==> config.mk <==
export PLATFORM = sky130hd
export DESIGN_NAME = ctrl_sequencer_flat
export DESIGN_NICKNAME = d
export VERILOG_FILES = /design/src/rtl/ctrl_sequencer_if.sv /design/src/rtl/ctrl_sequencer.sv /design/src/flat_wrapper.sv
export SDC_FILE = /design/constraint.sdc
export NUM_CORES = 1
export LEC_CHECK = 0
export ABC_AREA = 1
export BUFFER_PORTS_ARGS = -buffer_cell sky130_fd_sc_hd__buf_2
export CORE_MARGIN = 1
export CORE_UTILIZATION = 45
export CTS_BUF_LIST = sky130_fd_sc_hd__clkbuf_16
export DETAILED_ROUTE_END_ITERATION = 12
export PLACE_DENSITY = 0.95
export RECOVER_POWER = 25
export SYNTH_ARGS = -nofsm -noshare
export SYNTH_HDL_FRONTEND = slang
export SYNTH_SLANG_ARGS = --single-unit
export TNS_END_PERCENT = 50
==> constraint.sdc <==
create_clock -name CLK -period 2.2 [get_ports CLK]
set_input_delay 0.44 -clock CLK [delete_from_list [all_inputs] [get_ports CLK]]
set_output_delay 0.44 -clock CLK [all_outputs]
set_load 0.05 [all_outputs]
==> src/rtl/ctrl_sequencer_if.sv <==
// Control bundle between ctrl_sequencer (master) and the datapath/fetch side (slave):
// instruction fields in, CTRL_* decode, PC hold, halt flag and performance counters out.
interface ctrl_sequencer_if #(
  parameter int unsigned CNT_W = 16
);
  logic             START;
  logic [3:0]       opcode;
  logic             fcode;
  logic             CTRL_branch_rel_nz;
  logic             CTRL_branch_rel_z;
  logic             CTRL_branch_abs;
  logic             CTRL_reg_write_en;
  logic             CTRL_reg_sel;
  logic             CTRL_lut_in;
  logic             CTRL_mem_to_reg;
  logic             CTRL_alu_src;
  logic             CTRL_alu_sc_in;
  logic             CTRL_read_mem;
  logic             CTRL_write_mem;
  logic [2:0]       CTRL_alu_op;
  logic             PC_HOLD;
  logic             DONE_HALT;
  logic [CNT_W-1:0] RETIRED;
  logic [CNT_W-1:0] STALLS;

  modport master (
    input  START, opcode, fcode,
    output CTRL_branch_rel_nz, CTRL_branch_rel_z, CTRL_branch_abs, CTRL_reg_write_en,
           CTRL_reg_sel, CTRL_lut_in, CTRL_mem_to_reg, CTRL_alu_src, CTRL_alu_sc_in,
           CTRL_read_mem, CTRL_write_mem, CTRL_alu_op, PC_HOLD, DONE_HALT, RETIRED, STALLS
  );

  modport slave (
    output START, opcode, fcode,
    input  CTRL_branch_rel_nz, CTRL_branch_rel_z, CTRL_branch_abs, CTRL_reg_write_en,
           CTRL_reg_sel, CTRL_lut_in, CTRL_mem_to_reg, CTRL_alu_src, CTRL_alu_sc_in,
           CTRL_read_mem, CTRL_write_mem, CTRL_alu_op, PC_HOLD, DONE_HALT, RETIRED, STALLS
  );
endinterface

==> src/rtl/ctrl_sequencer.sv <==
// Multi-cycle control unit: decodes opcode/fcode and sequences IDLE/RUN/LDWAIT/HALT.
// Define CTRL_PERF_CNT_EN to build the saturating RETIRED/STALLS performance counters.
module ctrl_sequencer #(
  parameter int unsigned LOAD_LAT = 1,
  parameter int unsigned CNT_W    = 16
) (
  input  logic               CLK,
  input  logic               reset,
  ctrl_sequencer_if.master   bus
);

  typedef enum logic [1:0] {IDLE, RUN, LDWAIT, HALT} state_e;

  localparam logic [2:0] LAST_WAIT = (LOAD_LAT == 0) ? 3'd0 : 3'(LOAD_LAT - 1);

  state_e     state_q, state_d;
  logic [2:0] wcnt_q, wcnt_d;
  logic       done_q;

  logic       br_nz, br_z, br_abs, reg_we, reg_sel, lut_in;
  logic       mem_to_reg, alu_src, alu_sc_in, read_mem, write_mem, pc_hold;
  logic [2:0] alu_op;

  always_comb begin
    state_d    = state_q;
    wcnt_d     = wcnt_q;
    br_nz      = 1'b0;
    br_z       = 1'b0;
    br_abs     = 1'b0;
    reg_we     = 1'b0;
    reg_sel    = 1'b0;
    lut_in     = 1'b0;
    mem_to_reg = 1'b0;
    alu_src    = 1'b0;
    alu_sc_in  = 1'b0;
    read_mem   = 1'b0;
    write_mem  = 1'b0;
    pc_hold    = 1'b0;
    alu_op     = 3'd0;
    case (state_q)
      IDLE: ;
      RUN: begin
        case (bus.opcode)
          4'd0, 4'd1, 4'd2, 4'd3, 4'd4, 4'd5, 4'd6: begin
            alu_op = bus.opcode[2:0];
            reg_we = 1'b1;
            if (bus.opcode == 4'd5 || bus.opcode == 4'd6) alu_sc_in = bus.fcode;
          end
          4'd7: begin
            alu_src = 1'b1;
            reg_we  = 1'b1;
          end
          4'd8: begin
            read_mem   = 1'b1;
            mem_to_reg = 1'b1;
            if (LOAD_LAT == 0) begin
              reg_we = 1'b1;
            end else begin
              pc_hold = 1'b1;
              state_d = LDWAIT;
              wcnt_d  = 3'd0;
            end
          end
          4'd9:  write_mem = 1'b1;
          4'd10: begin br_nz = 1'b1; alu_op = 3'd1; end
          4'd11: begin br_z  = 1'b1; alu_op = 3'd1; end
          4'd12: br_abs = 1'b1;
          4'd13: begin br_abs = 1'b1; lut_in = 1'b1; end
          4'd14: begin reg_sel = 1'b1; reg_we = 1'b1; end
          default: begin
            if (bus.fcode) begin
              pc_hold = 1'b1;
              state_d = HALT;
            end
          end
        endcase
      end
      LDWAIT: begin
        // Decode stays latched as LD; a START here abandons the load without writing.
        read_mem   = 1'b1;
        mem_to_reg = 1'b1;
        if (wcnt_q == LAST_WAIT && !bus.START) begin
          reg_we  = 1'b1;
          wcnt_d  = 3'd0;
          state_d = RUN;
        end else begin
          pc_hold = 1'b1;
          wcnt_d  = wcnt_q + 3'd1;
        end
      end
      default: pc_hold = 1'b1;
    endcase
    if (bus.START) begin
      state_d = RUN;
      wcnt_d  = 3'd0;
    end
  end

  always_ff @(posedge CLK) begin
    if (reset) begin
      state_q <= IDLE;
      wcnt_q  <= 3'd0;
      done_q  <= 1'b0;
    end else begin
      state_q <= state_d;
      wcnt_q  <= wcnt_d;
      done_q  <= (state_d == HALT);
    end
  end

`ifdef CTRL_PERF_CNT_EN
  localparam logic [CNT_W-1:0] CNT_ONE = {{(CNT_W-1){1'b0}}, 1'b1};

  logic [CNT_W-1:0] retired_q, stalls_q;
  logic             retire, stall;

  assign retire = (state_q == RUN && !(bus.opcode == 4'd8 && LOAD_LAT != 0)) ||
                  (state_q == LDWAIT && reg_we);
  assign stall  = pc_hold && (state_q == RUN || state_q == LDWAIT);

  always_ff @(posedge CLK) begin
    if (reset || bus.START) begin
      retired_q <= '0;
      stalls_q  <= '0;
    end else begin
      if (retire && !(&retired_q)) retired_q <= retired_q + CNT_ONE;
      if (stall && !(&stalls_q))   stalls_q  <= stalls_q + CNT_ONE;
    end
  end

  assign bus.RETIRED = retired_q;
  assign bus.STALLS  = stalls_q;
`else
  assign bus.RETIRED = '0;
  assign bus.STALLS  = '0;
`endif

  assign bus.CTRL_branch_rel_nz = br_nz;
  assign bus.CTRL_branch_rel_z  = br_z;
  assign bus.CTRL_branch_abs    = br_abs;
  assign bus.CTRL_reg_write_en  = reg_we;
  assign bus.CTRL_reg_sel       = reg_sel;
  assign bus.CTRL_lut_in        = lut_in;
  assign bus.CTRL_mem_to_reg    = mem_to_reg;
  assign bus.CTRL_alu_src       = alu_src;
  assign bus.CTRL_alu_sc_in     = alu_sc_in;
  assign bus.CTRL_read_mem      = read_mem;
  assign bus.CTRL_write_mem     = write_mem;
  assign bus.CTRL_alu_op        = alu_op;
  assign bus.PC_HOLD            = pc_hold;
  assign bus.DONE_HALT          = done_q;

endmodule

==> src/flat_wrapper.sv <==
// flat-port wrapper written by rule: the top's interface ports become plain ports
module ctrl_sequencer_flat 
#(
  parameter int unsigned LOAD_LAT = 1,
  parameter int unsigned CNT_W    = 16
)
  (CLK, reset, bus_START, bus_opcode, bus_fcode, bus_CTRL_branch_rel_nz, bus_CTRL_branch_rel_z, bus_CTRL_branch_abs, bus_CTRL_reg_write_en, bus_CTRL_reg_sel, bus_CTRL_lut_in, bus_CTRL_mem_to_reg, bus_CTRL_alu_src, bus_CTRL_alu_sc_in, bus_CTRL_read_mem, bus_CTRL_write_mem, bus_CTRL_alu_op, bus_PC_HOLD, bus_DONE_HALT, bus_RETIRED, bus_STALLS);
  ctrl_sequencer_if #(.CNT_W(CNT_W)) bus_i ();
  input  logic CLK;
  input  logic reset;
  input wire logic [$bits(bus_i.START)-1:0] bus_START;
  input wire logic [$bits(bus_i.opcode)-1:0] bus_opcode;
  input wire logic [$bits(bus_i.fcode)-1:0] bus_fcode;
  output wire logic [$bits(bus_i.CTRL_branch_rel_nz)-1:0] bus_CTRL_branch_rel_nz;
  output wire logic [$bits(bus_i.CTRL_branch_rel_z)-1:0] bus_CTRL_branch_rel_z;
  output wire logic [$bits(bus_i.CTRL_branch_abs)-1:0] bus_CTRL_branch_abs;
  output wire logic [$bits(bus_i.CTRL_reg_write_en)-1:0] bus_CTRL_reg_write_en;
  output wire logic [$bits(bus_i.CTRL_reg_sel)-1:0] bus_CTRL_reg_sel;
  output wire logic [$bits(bus_i.CTRL_lut_in)-1:0] bus_CTRL_lut_in;
  output wire logic [$bits(bus_i.CTRL_mem_to_reg)-1:0] bus_CTRL_mem_to_reg;
  output wire logic [$bits(bus_i.CTRL_alu_src)-1:0] bus_CTRL_alu_src;
  output wire logic [$bits(bus_i.CTRL_alu_sc_in)-1:0] bus_CTRL_alu_sc_in;
  output wire logic [$bits(bus_i.CTRL_read_mem)-1:0] bus_CTRL_read_mem;
  output wire logic [$bits(bus_i.CTRL_write_mem)-1:0] bus_CTRL_write_mem;
  output wire logic [$bits(bus_i.CTRL_alu_op)-1:0] bus_CTRL_alu_op;
  output wire logic [$bits(bus_i.PC_HOLD)-1:0] bus_PC_HOLD;
  output wire logic [$bits(bus_i.DONE_HALT)-1:0] bus_DONE_HALT;
  output wire logic [$bits(bus_i.RETIRED)-1:0] bus_RETIRED;
  output wire logic [$bits(bus_i.STALLS)-1:0] bus_STALLS;
  assign bus_i.START = bus_START;
  assign bus_i.opcode = bus_opcode;
  assign bus_i.fcode = bus_fcode;
  assign bus_CTRL_branch_rel_nz = bus_i.CTRL_branch_rel_nz;
  assign bus_CTRL_branch_rel_z = bus_i.CTRL_branch_rel_z;
  assign bus_CTRL_branch_abs = bus_i.CTRL_branch_abs;
  assign bus_CTRL_reg_write_en = bus_i.CTRL_reg_write_en;
  assign bus_CTRL_reg_sel = bus_i.CTRL_reg_sel;
  assign bus_CTRL_lut_in = bus_i.CTRL_lut_in;
  assign bus_CTRL_mem_to_reg = bus_i.CTRL_mem_to_reg;
  assign bus_CTRL_alu_src = bus_i.CTRL_alu_src;
  assign bus_CTRL_alu_sc_in = bus_i.CTRL_alu_sc_in;
  assign bus_CTRL_read_mem = bus_i.CTRL_read_mem;
  assign bus_CTRL_write_mem = bus_i.CTRL_write_mem;
  assign bus_CTRL_alu_op = bus_i.CTRL_alu_op;
  assign bus_PC_HOLD = bus_i.PC_HOLD;
  assign bus_DONE_HALT = bus_i.DONE_HALT;
  assign bus_RETIRED = bus_i.RETIRED;
  assign bus_STALLS = bus_i.STALLS;
  ctrl_sequencer #(.LOAD_LAT(LOAD_LAT), .CNT_W(CNT_W)) u_core (.CLK(CLK), .reset(reset), .bus(bus_i));
endmodule
==> results of run 1 <==
worst register-to-register path: stages (launching register included):
cell and delay [ns]:
dfxtp_1 0.33, inv_1 0.07, ha_1 0.25, inv_1 0.10
o21ai_0 0.43, nand2_1 0.13, nand3_1 0.11, nor2_1 0.04
timing repair:
item,CTS,global route
setup endpoints to repair,2,0
resized for setup,1,0
buffers inserted,0,0
cell families after synthesis:
| kind of cell | Yosys count | synth area share (%) |
|---|---|---|
| AO/OA/AOI/OAI | 11 | 8.30 |
| buffers and inverters | 51 | 38.0 |
| other | 1 | 0.436 |
| adder cells (fa/ha/maj) | 5 | 7.28 |
| flip-flops | 6 | 14.0 |
| AND/OR/NAND/NOR | 59 | 32.0 |
area by class of cell:
class | instances | area share, %
multi-input cells | 107 | 57.3
well taps | 25 | 3.33
clock buffers | 3 | 8.00
repair buffers | 23 | 12.1
inverters | 16 | 6.40
flip-flops and latches | 6 | 12.8
Yosys cell counts, types with 2 or more instances:
cell and number:
inv_1 16, nor2_4 2, nor2_1 16, dfxtp_1 6
nand2_2 3, a21oi_1 4, nand3_1 8, nand2_1 23
nand3_2 2, ha_1 5, nor3_1 3, buf_4 34
registers in the layout, summed over array words and instances, names as in the netlist:
signal,cells
u_core.wcnt_q,3
u_core.bus.DONE_HALT,1
u_core.state_q,2
power groups by stage:
stage / Clock (uW) / Combinational [uW] / Sequential, uW
after floorplan: 0 / 229 / 114
after global placement: 0 / 203 / 114
after detailed placement: 0 / 204 / 114
after CTS: 297 / 205 / 113
after global routing: 308 / 219 / 113
final: 295 / 206 / 113
layer usage:
layer,up-vias,part of all wire [%],global-route usage (%)
met2,30,50,25.7
met4,0,0,1.76
met1,352,43,19.3
met5,-,0,0
li1,391,-,-
met3,0,7.1,7.14
through the flow:
step	util [%]	TNS, ns	setup WS [ns]	instances	hold slack, ns
floorplan	-	-0.346	-0.134	164	0.452
global placement	49.4	0	0.274	177	0.466
detailed placement	49.4	0	0.210	177	0.481
CTS	53.8	0	0.111	180	0.384
global route	53.2	0	0.0328	180	0.399
finish	53.2	0	0.131	180	0.385
how the worst min path moves through the flow:
stage / to / slack (ns) / cells past startpoint
after global routing: u_core.state_q[0]$_SDFF_PP0_ / 0.40 / 2
after detailed placement: u_core.wcnt_q[0]$_SDFFE_PP0P_ / 0.48 / 2
final: u_core.state_q[0]$_SDFF_PP0_ / 0.38 / 2
after CTS: u_core.state_q[0]$_SDFF_PP0_ / 0.38 / 2
after floorplan: u_core.wcnt_q[0]$_SDFFE_PP0P_ / 0.45 / 2
after global placement: u_core.wcnt_q[0]$_SDFFE_PP0P_ / 0.47 / 2
placed cells by master (no fill, tap or decap), types with 3 or more instances in the layout:
cell       netlist  final
dfxtp_1          6      6
ha_1             5      4
clkbuf_16        0      3
nor3_1           3      3
conb_1           1     32
a21oi_1          4      3
nor2_1          16     16
inv_1           16     16
nand3_1          8      9
nand2_1         23     23
buf_2            0     22
nand2_2          3      3
==> flow_metrics.py, run 1 <==
metrics = {
    "logic_synthesis": {
        "synth_cell_types": 23,
        "synth_area_leader_cell": "buf_4",
        "ys_seq_elements": 6,
        "synth_flop_cell": "dfxtp_1",
        "postSynthCellCount": 133,
        "ys_seq_area_share_pct": 14.0,
        "synth_edf_count": 0,
        "synth_area_leaders": "buf_4 30%, dfxtp_1 14%, nand2_1 10%",
        "syn-cell-area_sq_um": 860,
        "yosys_warnings": 0,
        "syn_area_per_cell_sq_um": 6.46,
        "synth_top_cell_area_share_pct": 29.7,
        "synthArstFlopShare_pct": 0,
    },
    "die": {
        "ios": 56,
        "start_util_pct": 48.7,
        "design.die.area_sq_um": 2090,
        "core-area_sq_um": 1760,
        "die_h_microns": 45.7,
        "fp-row-count": 15,
        "die_w_microns": 45.7,
    },
    "detailed_routing": {
        "drt_iter0_drc": 21,
        "routed_via_density": 4.29,
        "drc": 0,
        "vias": 773,
        "avgRoutedWirePerCell_microns": 8.74,
        "ant_nets": 0,
        "wirelength_mm": 1.57,
        "first_pass_iters": 4,
    },
    "cells_and_area": {
        "layout-drive-gt1-share_pct": 23.9,
        "nets": 170,
        "multiInputGateArea_sq_um": 538,
        "seq_area_sq_um": 120,
        "diodes": 0,
        "syn2layout_area_growth_pct": 9.17,
        "fillCellCount": 167,
        "design_area_sq_um": 938,
    },
    "sta": {
        "timing.final.crit_share_pct": 94.0,
        "finalHoldViolCount": 0,
        "relSlewSlack_pct": 60.5,
        "period_minus_slack_ns": 2.07,
        "tightest_slew_ns": 0.595,
        "finalMaxSlewViolations": 0,
        "setup_violations": 0,
        "rsz0062_at_grt": "no",
        "timing.fmax_mhz": 483,
        "skew_ns": 0.00411,
    },
    "pwr": {
        "totalPowerFinal_uw": 614,
        "pwr_density_cell_nw_per_um2": 654,
        "internal_power_uw": 368,
        "leakagePower_uw": 0.000529,
        "netSwitchingPower_uw": 245,
        "switching_share_pct": 40.0,
        "combPwrFrac_pct": 33.6,
        "seq_power_share_pct": 18.4,
        "ir_worst_vdd_uv": 442,
        "power_frac_clock_pct": 48.0,
    },
    "hold_path": {
        "worstHoldStart": "reset",
        "hold_class": "in2reg",
    },
    "critical_path": {
        "cp.depth": 5,
        "critPathTopFamily": "buffers and inverters",
        "reg2reg_slack_ns": 0.63,
        "slowest_stage": "dfxtp_1",
        "reg2reg_from": "u_core.state_q[0]$_SDFF_PP0_",
        "cpPeakStageDelay_ns": 0.33,
        "reg2reg_depth": 7,
        "crit_fanout": 10,
        "cp.required_ns": 1.76,
        "end_kind": "output pin",
        "crit_top_cell": "inv_1",
        "critPathBufInv": 3,
        "critical_path_arrival_ns": 1.63,
        "crit_path_start_kind": "flip-flop",
        "cp-endpoint": "bus_CTRL_alu_op[0]",
        "reg2reg_to": "u_core.wcnt_q[2]$_SDFFE_PP0P_",
        "crit_type": "reg2out",
        "startpoint": "u_core.state_q[1]$_SDFF_PP0_",
        "crit_chain": "inv_1 -> ha_2 -> inv_1 -> o31ai_2 -> buf_2",
    },
    "global_route": {
        "grt_usage_pct": 15.7,
        "antenna_found_initial": 0,
        "gr-total-overflow": 0,
        "grt_pass1_wl_mm": 2.35,
        "grt_max_degree": 11,
        "grt_pass1_vias": 560,
    },
    "place": {
        "io_buffers": 23,
        "post-dp-hpwl_mm": 1.24,
        "placed_area_sq_um": 871,
        "globalplace.congestion": 0.903,
    },
    "cts": {
        "cts_num_sinks": 6,
        "clk_latency_ns": 0.23,
        "htree_levels": 1,
        "cts_max_path_buffers": 2,
        "clkSlewWorstSetupHoldPaths_ns": 0.03,
        "tritoncts": "done",
        "cts_inserted_buffers": 3,
        "postCtsHoldBufs": 0,
        "cts_root_buf": "clkbuf_16",
    },
    "job": {
        "drv_cap": 0,
    },
    "status": {
        "outcome": "finished, final reports clean",
    },
}
(Power assumes the default switching activity.)
==> inputs of run 2 (changes only) <==
--- a/config.mk
+++ b/config.mk
@@ -5,7 +5,6 @@
 export SDC_FILE = /design/constraint.sdc
 export NUM_CORES = 1
 export LEC_CHECK = 0
-export ABC_AREA = 1
 export BUFFER_PORTS_ARGS = -buffer_cell sky130_fd_sc_hd__buf_2
 export CORE_MARGIN = 1
 export CORE_UTILIZATION = 45
==> run 2 against run 1 <==
  * Die area decreased by 2.1%
  * Final cell count down 13%
  * Sequential power hardly changed
  * Non-clock buffer count stayed put
  * Clock-buffer cell count did not move
  * Synthesized cell count fell by 17%
  * Critical path depth increased by 1
  * Wire length is 4.1% lower
  * Critical path type unchanged
  * Largest power group unchanged
==> flow_metrics.py, run 2 <==
metrics = {
    "cells_and_area": {
        "layout-drive-gt1-share_pct": 25.0,
        "nets": 147,
        "mostFrequentLayoutCell": "conb_1",
        "layout_common_cells": "32 x conb_1, 20 x buf_2, 9 x nor2_1",
        "regMostFlops": "u_core.wcnt_q",
        "design_area_sq_um": 912,
        "syn2layout_area_growth_pct": 8.48,
        "fillCellCount": 175,
        "final_cells": 157,
        "largest_reg_flops": 3,
        "diodes": 0,
    },
    "logic_synthesis": {
        "synth_cell_types": 33,
        "ys_seq_elements": 6,
        "synthArstFlopShare_pct": 0,
        "synth_area_leaders": "buf_4 29%, dfxtp_1 14%, ha_1 7.4%",
        "synth_edf_count": 0,
        "synthTopCellsByCount": "33 x buf_4, 9 x nor2_1, 8 x inv_1",
        "synth_flop_cell": "dfxtp_1",
        "yosys_warnings": 0,
        "postSynthCellCount": 111,
        "yosysMostFrequentCell": "buf_4",
        "synth_top_cell_area_share_pct": 29.5,
        "syn_area_per_cell_sq_um": 7.57,
        "syn-cell-area_sq_um": 841,
        "synth_area_leader_cell": "buf_4",
        "ys_seq_area_share_pct": 14.3,
    },
    "critical_path": {
        "slowest_stage": "dfxtp_1",
        "cp.required_ns": 1.76,
        "critical_path_arrival_ns": 1.68,
        "reg2reg_depth": 6,
        "crit_type": "reg2out",
        "crit_chain": "inv_1 -> ha_4 -> nand2_1 -> a21oi_2 -> or3_1 -> buf_2",
        "end_kind": "output pin",
        "crit_path_start_kind": "flip-flop",
        "crit_fanout": 7,
        "cpPeakStageDelay_ns": 0.37,
    },
    "die": {
        "ios": 56,
        "die_h_microns": 45.2,
        "core-area_sq_um": 1750,
        "die_w_microns": 45.2,
        "fp-row-count": 15,
        "design.die.area_sq_um": 2050,
        "start_util_pct": 48.2,
    },
    "global_route": {
        "antenna_found_initial": 0,
        "gr-total-overflow": 0,
        "grt_usage_pct": 15.1,
        "grt_pass1_vias": 541,
        "grt_pass1_wl_mm": 2.24,
        "grt_max_degree": 13,
    },
    "detailed_routing": {
        "first_pass_iters": 4,
        "routed_via_density": 4.52,
        "ant_nets": 0,
        "avgRoutedWirePerCell_microns": 9.61,
        "wirelength_mm": 1.51,
        "vias": 709,
        "drt_iter0_drc": 7,
        "drc": 0,
    },
    "cts": {
        "htree_levels": 1,
        "postCtsSetupBuffers": 0,
        "post_cts_resized": 0,
        "cts_inserted_buffers": 3,
        "cts_num_sinks": 6,
        "cts_max_path_buffers": 2,
        "clkSlewWorstSetupHoldPaths_ns": 0.03,
        "cts_root_buf": "clkbuf_16",
        "clk_latency_ns": 0.22,
        "postCtsHoldBufs": 0,
        "tritoncts": "done",
    },
    "sta": {
        "finalHoldViolCount": 0,
        "skew_ns": 0.000575,
        "relSlewSlack_pct": 61.2,
        "rsz0062_at_grt": "no",
        "finalMaxSlewViolations": 0,
        "tightest_slew_ns": 0.585,
        "timing.fmax_mhz": 472,
        "setup_tns_ns": 0,
        "setup_ws_ns": 0.0827,
        "setup_violations": 0,
        "period_minus_slack_ns": 2.12,
        "timing.final.crit_share_pct": 96.2,
    },
    "job": {
        "drv_cap": 0,
    },
    "place": {
        "globalplace.congestion": 0.789,
        "placed_area_sq_um": 833,
        "post-dp-hpwl_mm": 1.19,
        "io_buffers": 23,
        "dp_slack_ns": 0.188,
        "dp_cells": 154,
    },
    "pwr": {
        "totalPowerFinal_uw": 602,
        "leakagePower_uw": 0.000459,
        "ir_worst_vdd_uv": 550,
        "pwr_density_cell_nw_per_um2": 660,
    },
    "hold_path": {
        "hold_class": "in2reg",
        "hold_depth": 2,
    },
    "status": {
        "outcome": "finished, final reports clean",
    },
}
[run 2: layout make-up]
cell class / count / area [sq um] / share of cell area, %
tap: 25 / 31.3 / 3.43
clock buffer: 3 / 75.1 / 8.23
inverter: 8 / 30.0 / 3.29
sequential: 6 / 121 / 13.3
timing repair buffer: 23 / 115 / 12.6
multi-input combinational: 92 / 539 / 59.1
[run 2: metal layers]
layer / up-vias / GRT usage [%] / wire (microns)
met4: 0 / 12.1 / 38
met1: 308 / 18.2 / 650
met3: 5 / 1.60 / 114
met2: 45 / 24.3 / 705
met5: - / 0 / 0
li1: 351 / - / -
[run 2: worst paths after layout]
kind,startpoint,endpoint,slack [ns]
min,reset,u_core.state_q[0]$_SDFF_PP0_,0.41
min reg2reg,u_core.wcnt_q[0]$_SDFFE_PP0P_,u_core.wcnt_q[0]$_SDFFE_PP0P_,0.48
max,u_core.state_q[1]$_SDFF_PP0_,bus_PC_HOLD,0.08
max reg2reg,u_core.state_q[1]$_SDFF_PP0_,u_core.state_q[0]$_SDFF_PP0_,0.66
[run 2: through the flow]
stage / util (%) / hold slack (ns)
after floorplan: - / 0.448
after global placement: 47.7 / 0.462
after detailed placement: 47.7 / 0.473
after CTS: 52.0 / 0.418
after global routing: 52.3 / 0.435
final: 52.3 / 0.412
[run 2: power breakdown]
group | internal, uW | switching, uW
clock | 233 | 55.1
sequential | 111 | 2.60
combinational | 25.0 | 175
[run 2: cell families after synthesis]
group	count (synthesis)	share of synthesized area, %
AND/OR/NAND/NOR	36	25.3
adder cells (fa/ha/maj)	5	7.44
flip-flops	6	14.3
multiplexers	1	1.19
other	1	0.446
buffers and inverters	44	36.3
AO/OA/AOI/OAI	18	15.0
[run 2: worst max-delay path: cells and delay by family, from the launching register on]
family	cells	cell delay (ns)
compound gates	1	0.06
fa+ha+maj	1	0.19
buf+inv	2	0.31
flops	1	0.37
simple gates	2	0.53
